`src/rtl/dotl_pkg.sv`:
```
// Shared types and constants for the dice / traffic-light display controller.
// Provides the traffic-light state enum, the lamp encodings and the mode codes.
package dotl_pkg;

    typedef enum logic [1:0] {
        RED       = 2'd0,
        RED_AMBER = 2'd1,
        GREEN     = 2'd2,
        AMBER     = 2'd3
    } tl_state_t;

    // Lamp encodings are {red, amber, green}
    localparam logic [2:0] LT_RED     = 3'b100;
    localparam logic [2:0] LT_RED_AMB = 3'b110;
    localparam logic [2:0] LT_GREEN   = 3'b001;
    localparam logic [2:0] LT_AMBER   = 3'b010;

    localparam logic [1:0] MODE_DICE  = 2'b00;
    localparam logic [1:0] MODE_TL    = 2'b01;
    localparam logic [1:0] MODE_BLANK = 2'b10;
    localparam logic [1:0] MODE_TEST  = 2'b11;

endpackage

```
`src/rtl/dotl_tl_fsm.sv`:
```
// Traffic-light sequencer: RED -> RED_AMBER -> GREEN -> AMBER -> RED with a
// per-phase hold timer. State and timer freeze whenever en is low.
module dotl_tl_fsm
    import dotl_pkg::*;
#(
    parameter int RED_CYC     = 4,
    parameter int RED_AMB_CYC = 1,
    parameter int GREEN_CYC   = 4,
    parameter int AMBER_CYC   = 1,
    parameter int TMR_W       = 8
) (
    input  logic       clk,
    input  logic       rst,
    input  logic       en,
    output logic [1:0] state
);

    localparam logic [TMR_W-1:0] RED_LAST     = TMR_W'(RED_CYC - 1);
    localparam logic [TMR_W-1:0] RED_AMB_LAST = TMR_W'(RED_AMB_CYC - 1);
    localparam logic [TMR_W-1:0] GREEN_LAST   = TMR_W'(GREEN_CYC - 1);
    localparam logic [TMR_W-1:0] AMBER_LAST   = TMR_W'(AMBER_CYC - 1);

    tl_state_t        state_reg;
    tl_state_t        state_next;
    logic [TMR_W-1:0] tmr_reg;
    logic [TMR_W-1:0] tmr_last;

    always_comb begin
        state_next = RED;
        tmr_last   = RED_LAST;
        case (state_reg)
            RED:       begin state_next = RED_AMBER; tmr_last = RED_LAST;     end
            RED_AMBER: begin state_next = GREEN;     tmr_last = RED_AMB_LAST; end
            GREEN:     begin state_next = AMBER;     tmr_last = GREEN_LAST;   end
            AMBER:     begin state_next = RED;       tmr_last = AMBER_LAST;   end
        endcase
    end

    // The last count of a phase both advances the state and clears the timer
    always_ff @(posedge clk) begin
        if (rst) begin
            state_reg <= RED;
            tmr_reg   <= '0;
        end else if (en) begin
            if (tmr_reg == tmr_last) begin
                state_reg <= state_next;
                tmr_reg   <= '0;
            end else begin
                tmr_reg <= tmr_reg + 1'b1;
            end
        end
    end

    assign state = state_reg;

endmodule

```
`src/rtl/dotl_multi.sv`:
```
// Dice / traffic-light display controller: wrapping dice counter, roll-done pulse,
// traffic FSM and a mode-selected registered result. Optional macro: DOTL_DEBOUNCE_EN.
module dotl_multi
    import dotl_pkg::*;
#(
    parameter int DICE_MAX    = 6,
    parameter int RED_CYC     = 4,
    parameter int RED_AMB_CYC = 1,
    parameter int GREEN_CYC   = 4,
    parameter int AMBER_CYC   = 1,
    parameter int TMR_W       = 8
) (
    input  logic       clk,
    input  logic       rst,
    input  logic       button,
    input  logic [1:0] mode,
    output logic [2:0] result,
    output logic       roll_done
);

    generate
        if (DICE_MAX < 2 || DICE_MAX > 7) begin : g_bad_dice
            $error("dotl_multi: DICE_MAX must be in 2..7");
        end
        if (RED_CYC < 1 || RED_AMB_CYC < 1 || GREEN_CYC < 1 || AMBER_CYC < 1) begin : g_bad_cyc
            $error("dotl_multi: every phase duration must be at least 1");
        end
        if (TMR_W < 1 || TMR_W > 30) begin : g_bad_tmr_w
            $error("dotl_multi: TMR_W must be in 1..30");
        end else if (RED_CYC > (1 << TMR_W) || RED_AMB_CYC > (1 << TMR_W) ||
                     GREEN_CYC > (1 << TMR_W) || AMBER_CYC > (1 << TMR_W)) begin : g_bad_tmr
            $error("dotl_multi: a phase duration exceeds the timer range");
        end
    endgenerate

    localparam logic [2:0] DICE_TOP = 3'(DICE_MAX);

    logic button_db;

`ifdef DOTL_DEBOUNCE_EN
    logic       sync1_reg;
    logic       sync2_reg;
    logic       db_reg;
    logic [2:0] stab_cnt_reg;

    // The debounced level flips only after 4 consecutive differing synchronised samples
    always_ff @(posedge clk) begin
        if (rst) begin
            sync1_reg    <= 1'b0;
            sync2_reg    <= 1'b0;
            db_reg       <= 1'b0;
            stab_cnt_reg <= 3'd0;
        end else begin
            sync1_reg <= button;
            sync2_reg <= sync1_reg;
            if (sync2_reg == db_reg) begin
                stab_cnt_reg <= 3'd0;
            end else if (stab_cnt_reg == 3'd3) begin
                db_reg       <= sync2_reg;
                stab_cnt_reg <= 3'd0;
            end else begin
                stab_cnt_reg <= stab_cnt_reg + 3'd1;
            end
        end
    end

    assign button_db = db_reg;
`else
    assign button_db = button;
`endif

    logic [2:0] dice_cnt_reg;
    logic       btn_q_reg;
    logic       roll_done_reg;
    logic [2:0] result_reg;
    logic [2:0] result_next;
    logic [1:0] tl_state;

    dotl_tl_fsm #(
        .RED_CYC     (RED_CYC),
        .RED_AMB_CYC (RED_AMB_CYC),
        .GREEN_CYC   (GREEN_CYC),
        .AMBER_CYC   (AMBER_CYC),
        .TMR_W       (TMR_W)
    ) u_tl_fsm (
        .clk   (clk),
        .rst   (rst),
        .en    (mode == MODE_TL),
        .state (tl_state)
    );

    always_comb begin
        result_next = 3'b000;
        case (mode)
            MODE_DICE: result_next = dice_cnt_reg;
            MODE_TL: begin
                case (tl_state_t'(tl_state))
                    RED:       result_next = LT_RED;
                    RED_AMBER: result_next = LT_RED_AMB;
                    GREEN:     result_next = LT_GREEN;
                    AMBER:     result_next = LT_AMBER;
                endcase
            end
            MODE_BLANK: result_next = 3'b000;
            MODE_TEST:  result_next = 3'b111;
        endcase
    end

    // Dice engine runs regardless of mode so switching never disturbs a roll
    always_ff @(posedge clk) begin
        if (rst) begin
            dice_cnt_reg  <= 3'd1;
            btn_q_reg     <= 1'b0;
            roll_done_reg <= 1'b0;
            result_reg    <= 3'b000;
        end else begin
            if (button_db) begin
                dice_cnt_reg <= (dice_cnt_reg == DICE_TOP) ? 3'd1 : dice_cnt_reg + 3'd1;
            end
            btn_q_reg     <= button_db;
            roll_done_reg <= btn_q_reg & ~button_db;
            result_reg    <= result_next;
        end
    end

    assign result    = result_reg;
    assign roll_done = roll_done_reg;

endmodule

```
`config.mk`:
```
export PLATFORM = sky130hd
export DESIGN_NAME = dotl_multi
export DESIGN_NICKNAME = d
export VERILOG_FILES = /design/src/rtl/dotl_pkg.sv /design/src/rtl/dotl_tl_fsm.sv /design/src/rtl/dotl_multi.sv
export SDC_FILE = /design/constraint.sdc
export NUM_CORES = 1
export LEC_CHECK = 0
export ABC_AREA = 1
export BUFFER_PORTS_ARGS = -buffer_cell sky130_fd_sc_hd__clkbuf_2
export CAP_MARGIN = 30
export CORE_MARGIN = 2
export CORE_UTILIZATION = 42
export DETAILED_ROUTE_END_ITERATION = 12
export PLACE_DENSITY = 0.7
export SYNTH_ARGS = -nofsm -noshare
export SYNTH_HDL_FRONTEND = slang
export SYNTH_SLANG_ARGS = --single-unit
```
`constraint.sdc`:
```
create_clock -name clk -period 1.35 [get_ports clk]
set_input_delay 0.135 -clock clk [delete_from_list [all_inputs] [get_ports clk]]
set_output_delay 0.135 -clock clk [all_outputs]
set_load 0.03 [all_outputs]
```
==> impl_metrics.ini <==
[setup_path]
cp.arrival_ns = 1.41
cp_slowest_cell = dfxtp_2
worstReg2RegEnd = result[1]
rrSetupSlack_ns = 0.13
slowest_delay_ns = 0.36
crit_chain = inv_1 > ha_1 > or2_2 > o21ai_0 > a21oi_1
worstReg2RegStart = u_tl_fsm.state[1]
startpoint_type = flop
required_ns = 1.54
critPathCaptureType = flop
crit_type = flop to flop
ff2ff_path_depth = 5
crit_fanout = 4

[outcome]
status = finished clean

[logic_synthesis]
ys_top_cells_by_count = nand2_1, nor2_1, dfxtp_1
syn_inst = 120
ys_ff_latch = 18
yosysMostFrequentCell = nand2_1
async_flop_share_pct = 0
synthFlopType = dfxtp_1
ys_warn_count = 0
synth_top_area_share_pct = 41.50
synth_nets = 131
yosys-top-cells-area = dfxtp_1, nand2_1, ha_1
synth_edf_count = 0
syn_area_per_cell_sq_um = 7.236
synth_top_area_cell = dfxtp_1
ys_types = 19
synth_area_sq_um = 868.3
synth.yosys.seq_area_share_pct = 41.50

[place]
dpl.cell_count = 156
port_buffers = 8
dp_hpwl_um = 1251
gp_congestion = 0.7693

[power]
leakage_nw = 0.4672
irDropWorstVdd_v = 0.0005989
cellPowerDensity_nw_per_um2 = 1005
design_power_total_w = 0.0009957

[run]
max_cap_viol_count = 0

[worst_hold_path]
min_delay_worst_endpoint = dice_cnt_reg[0]
min_from = button
hp-class = input port to flop
holdPathStages = 3

[detailed_routing]
wire_per_inst_um = 9.731
drt-total-wl_um = 1557
drtIter0Drc = 8
dr_total_vias = 738
dr.pass1.iters = 4
via_per_inst = 4.613
ant_nets = 0
drcViolationCount = 0

[sta]
grt_setup_unrepaired = false
skew_ns = 0.003654
fmax_mhz = 816.7
worst_pin_slew_ns = 0.2439
setup_viol = 0
final.min_clock_period_ns = 1.224
final.period_utilization_pct = 90.70
hold_violations = 0
fin_setup_tns_ns = 0
maxSlewViolCount = 0
slew_headroom_pct = 83.64

[global_route]
grt_pass1_vias = 668
grt_max_degree = 13
antenna_found_initial = 0
grt_pass1_wl_um = 2677
grt_overflow = 0
grt_usage_pct = 14.71

[floorplan]
ioPinCount = 9
die-area_sq_um = 2447
initial_utilization_pct = 44.26
dieHeight_um = 49.47
row_count = 16
fp.coreArea_sq_um = 1962
die_w_um = 49.47

[cts]
cts_tree = done
cts-root-buf = clkbuf_4
cts_hold_buf = 0
insertion_delay_ns = 0.30
postCtsSetupBuffers = 0
clockBufferDepth = 2
h-tree-depth = 1
clock_sinks = 18
clk_pin_slew_ns = 0.10
numCtsBuffers = 3

[final_layout]
largest_register_ffs = 8
syn2layout_area_growth_pct = 14.12
drive_gt1_share_pct = 17.29
diodes = 0
fin_nets = 145
stdcell_count = 160
nFillCells = 217
==> layout by cell type, fill, tap and decap left out, types with 2 or more instances in the layout <==
| cell type | n |
|---|---|
| nor3_1 | 2 |
| nor2_1 | 19 |
| nor2_4 | 2 |
| buf_4 | 2 |
| ha_1 | 6 |
| inv_1 | 15 |
| nand2_2 | 2 |
| o21ai_0 | 4 |
| nand2_1 | 26 |
| clkbuf_2 | 8 |
| nand3_1 | 8 |
| clkbuf_4 | 3 |
| a21oi_1 | 9 |
| dfxtp_1 | 17 |
| nand4_1 | 2 |
==> where the power goes <==
group / switching [W] / leakage [nW] / internal, W
sequential: 0.0000121 / 0.148 / 0.000551
clock: 0.000169 / 0.0210 / 0.000165
combinational: 0.0000651 / 0.299 / 0.0000339
total: 0.000246 / 0.467 / 0.000749
==> area by class of cell <==
type	count	area [sq um]	share of cell area, %
multi-input combinational	85	444.2	44.82
sequential	18	361.6	36.49
clock buffer	4	36.28	3.662
inverter	16	60.06	6.061
timing repair buffer	10	55.05	5.556
tap	27	33.78	3.409
==> per-layer routing <==
layer  vias to the layer above  track usage, %  part of all wire [%]
met1                       322           16.57                    46
li1                        406               -                     -
met4                         0           5.556                  0.83
met2                         8           24.55                    49
met3                         2           6.364                   4.2
met5                         -               0                     0
==> worst max-delay path: cells and delay by family, from the launching register on <==
family	cells	cell delay [ns]
AO/OA/AOI/OAI	2	0.23
adder cells (fa/ha/maj)	1	0.17
AND/OR/NAND/NOR	1	0.27
flip-flops	1	0.36
buffers and inverters	1	0.07
==> metrics by stage <==
step           util (%)  area [sq um]  hold slack (ns)  worst slack (ns)
2_1_floorplan         -         868.3           0.2135            0.1693
3_3_place_gp      48.60         953.4           0.3972            0.1426
3_5_place_dp      48.60         953.4           0.4128           0.08911
4_1_cts           50.45         989.7          0.08880           0.07354
5_1_grt           50.51         991.0          0.09547           0.03215
6_report          50.51         991.0          0.09970            0.1256
==> kinds of logic (layout without fill, tap and decap cells) <==
kind of cell / after synthesis / after routing / synth area share [%]
buf+inv: 17 / 30 / 7.347
flops: 18 / 18 / 41.50
fa+ha+maj: 6 / 6 / 8.645
xor+xnor: 1 / 1 / 1.009
compound gates: 15 / 15 / 9.366
simple gates: 63 / 63 / 32.13
==> what timing repair did <==
action                                  in CTS  in global routing
endpoints found under the hold margin        0                  0
endpoints found under the setup margin       0                  1
resized for setup                            0                  1
==> worst max path at each step <==
stage / start / end / slack, ns / cells past startpoint
floorplan: u_tl_fsm.state[1] / result[1] / 0.17 / 5
global placement: u_tl_fsm.state[1] / result[2] / 0.14 / 5
detailed placement: u_tl_fsm.state[1] / result[2] / 0.09 / 5
CTS: u_tl_fsm.state[1] / result[2] / 0.07 / 5
global route: u_tl_fsm.state[1] / result[1] / 0.03 / 5
finish: u_tl_fsm.state[1] / result[1] / 0.13 / 5
Power figures use the tool's default switching activity.
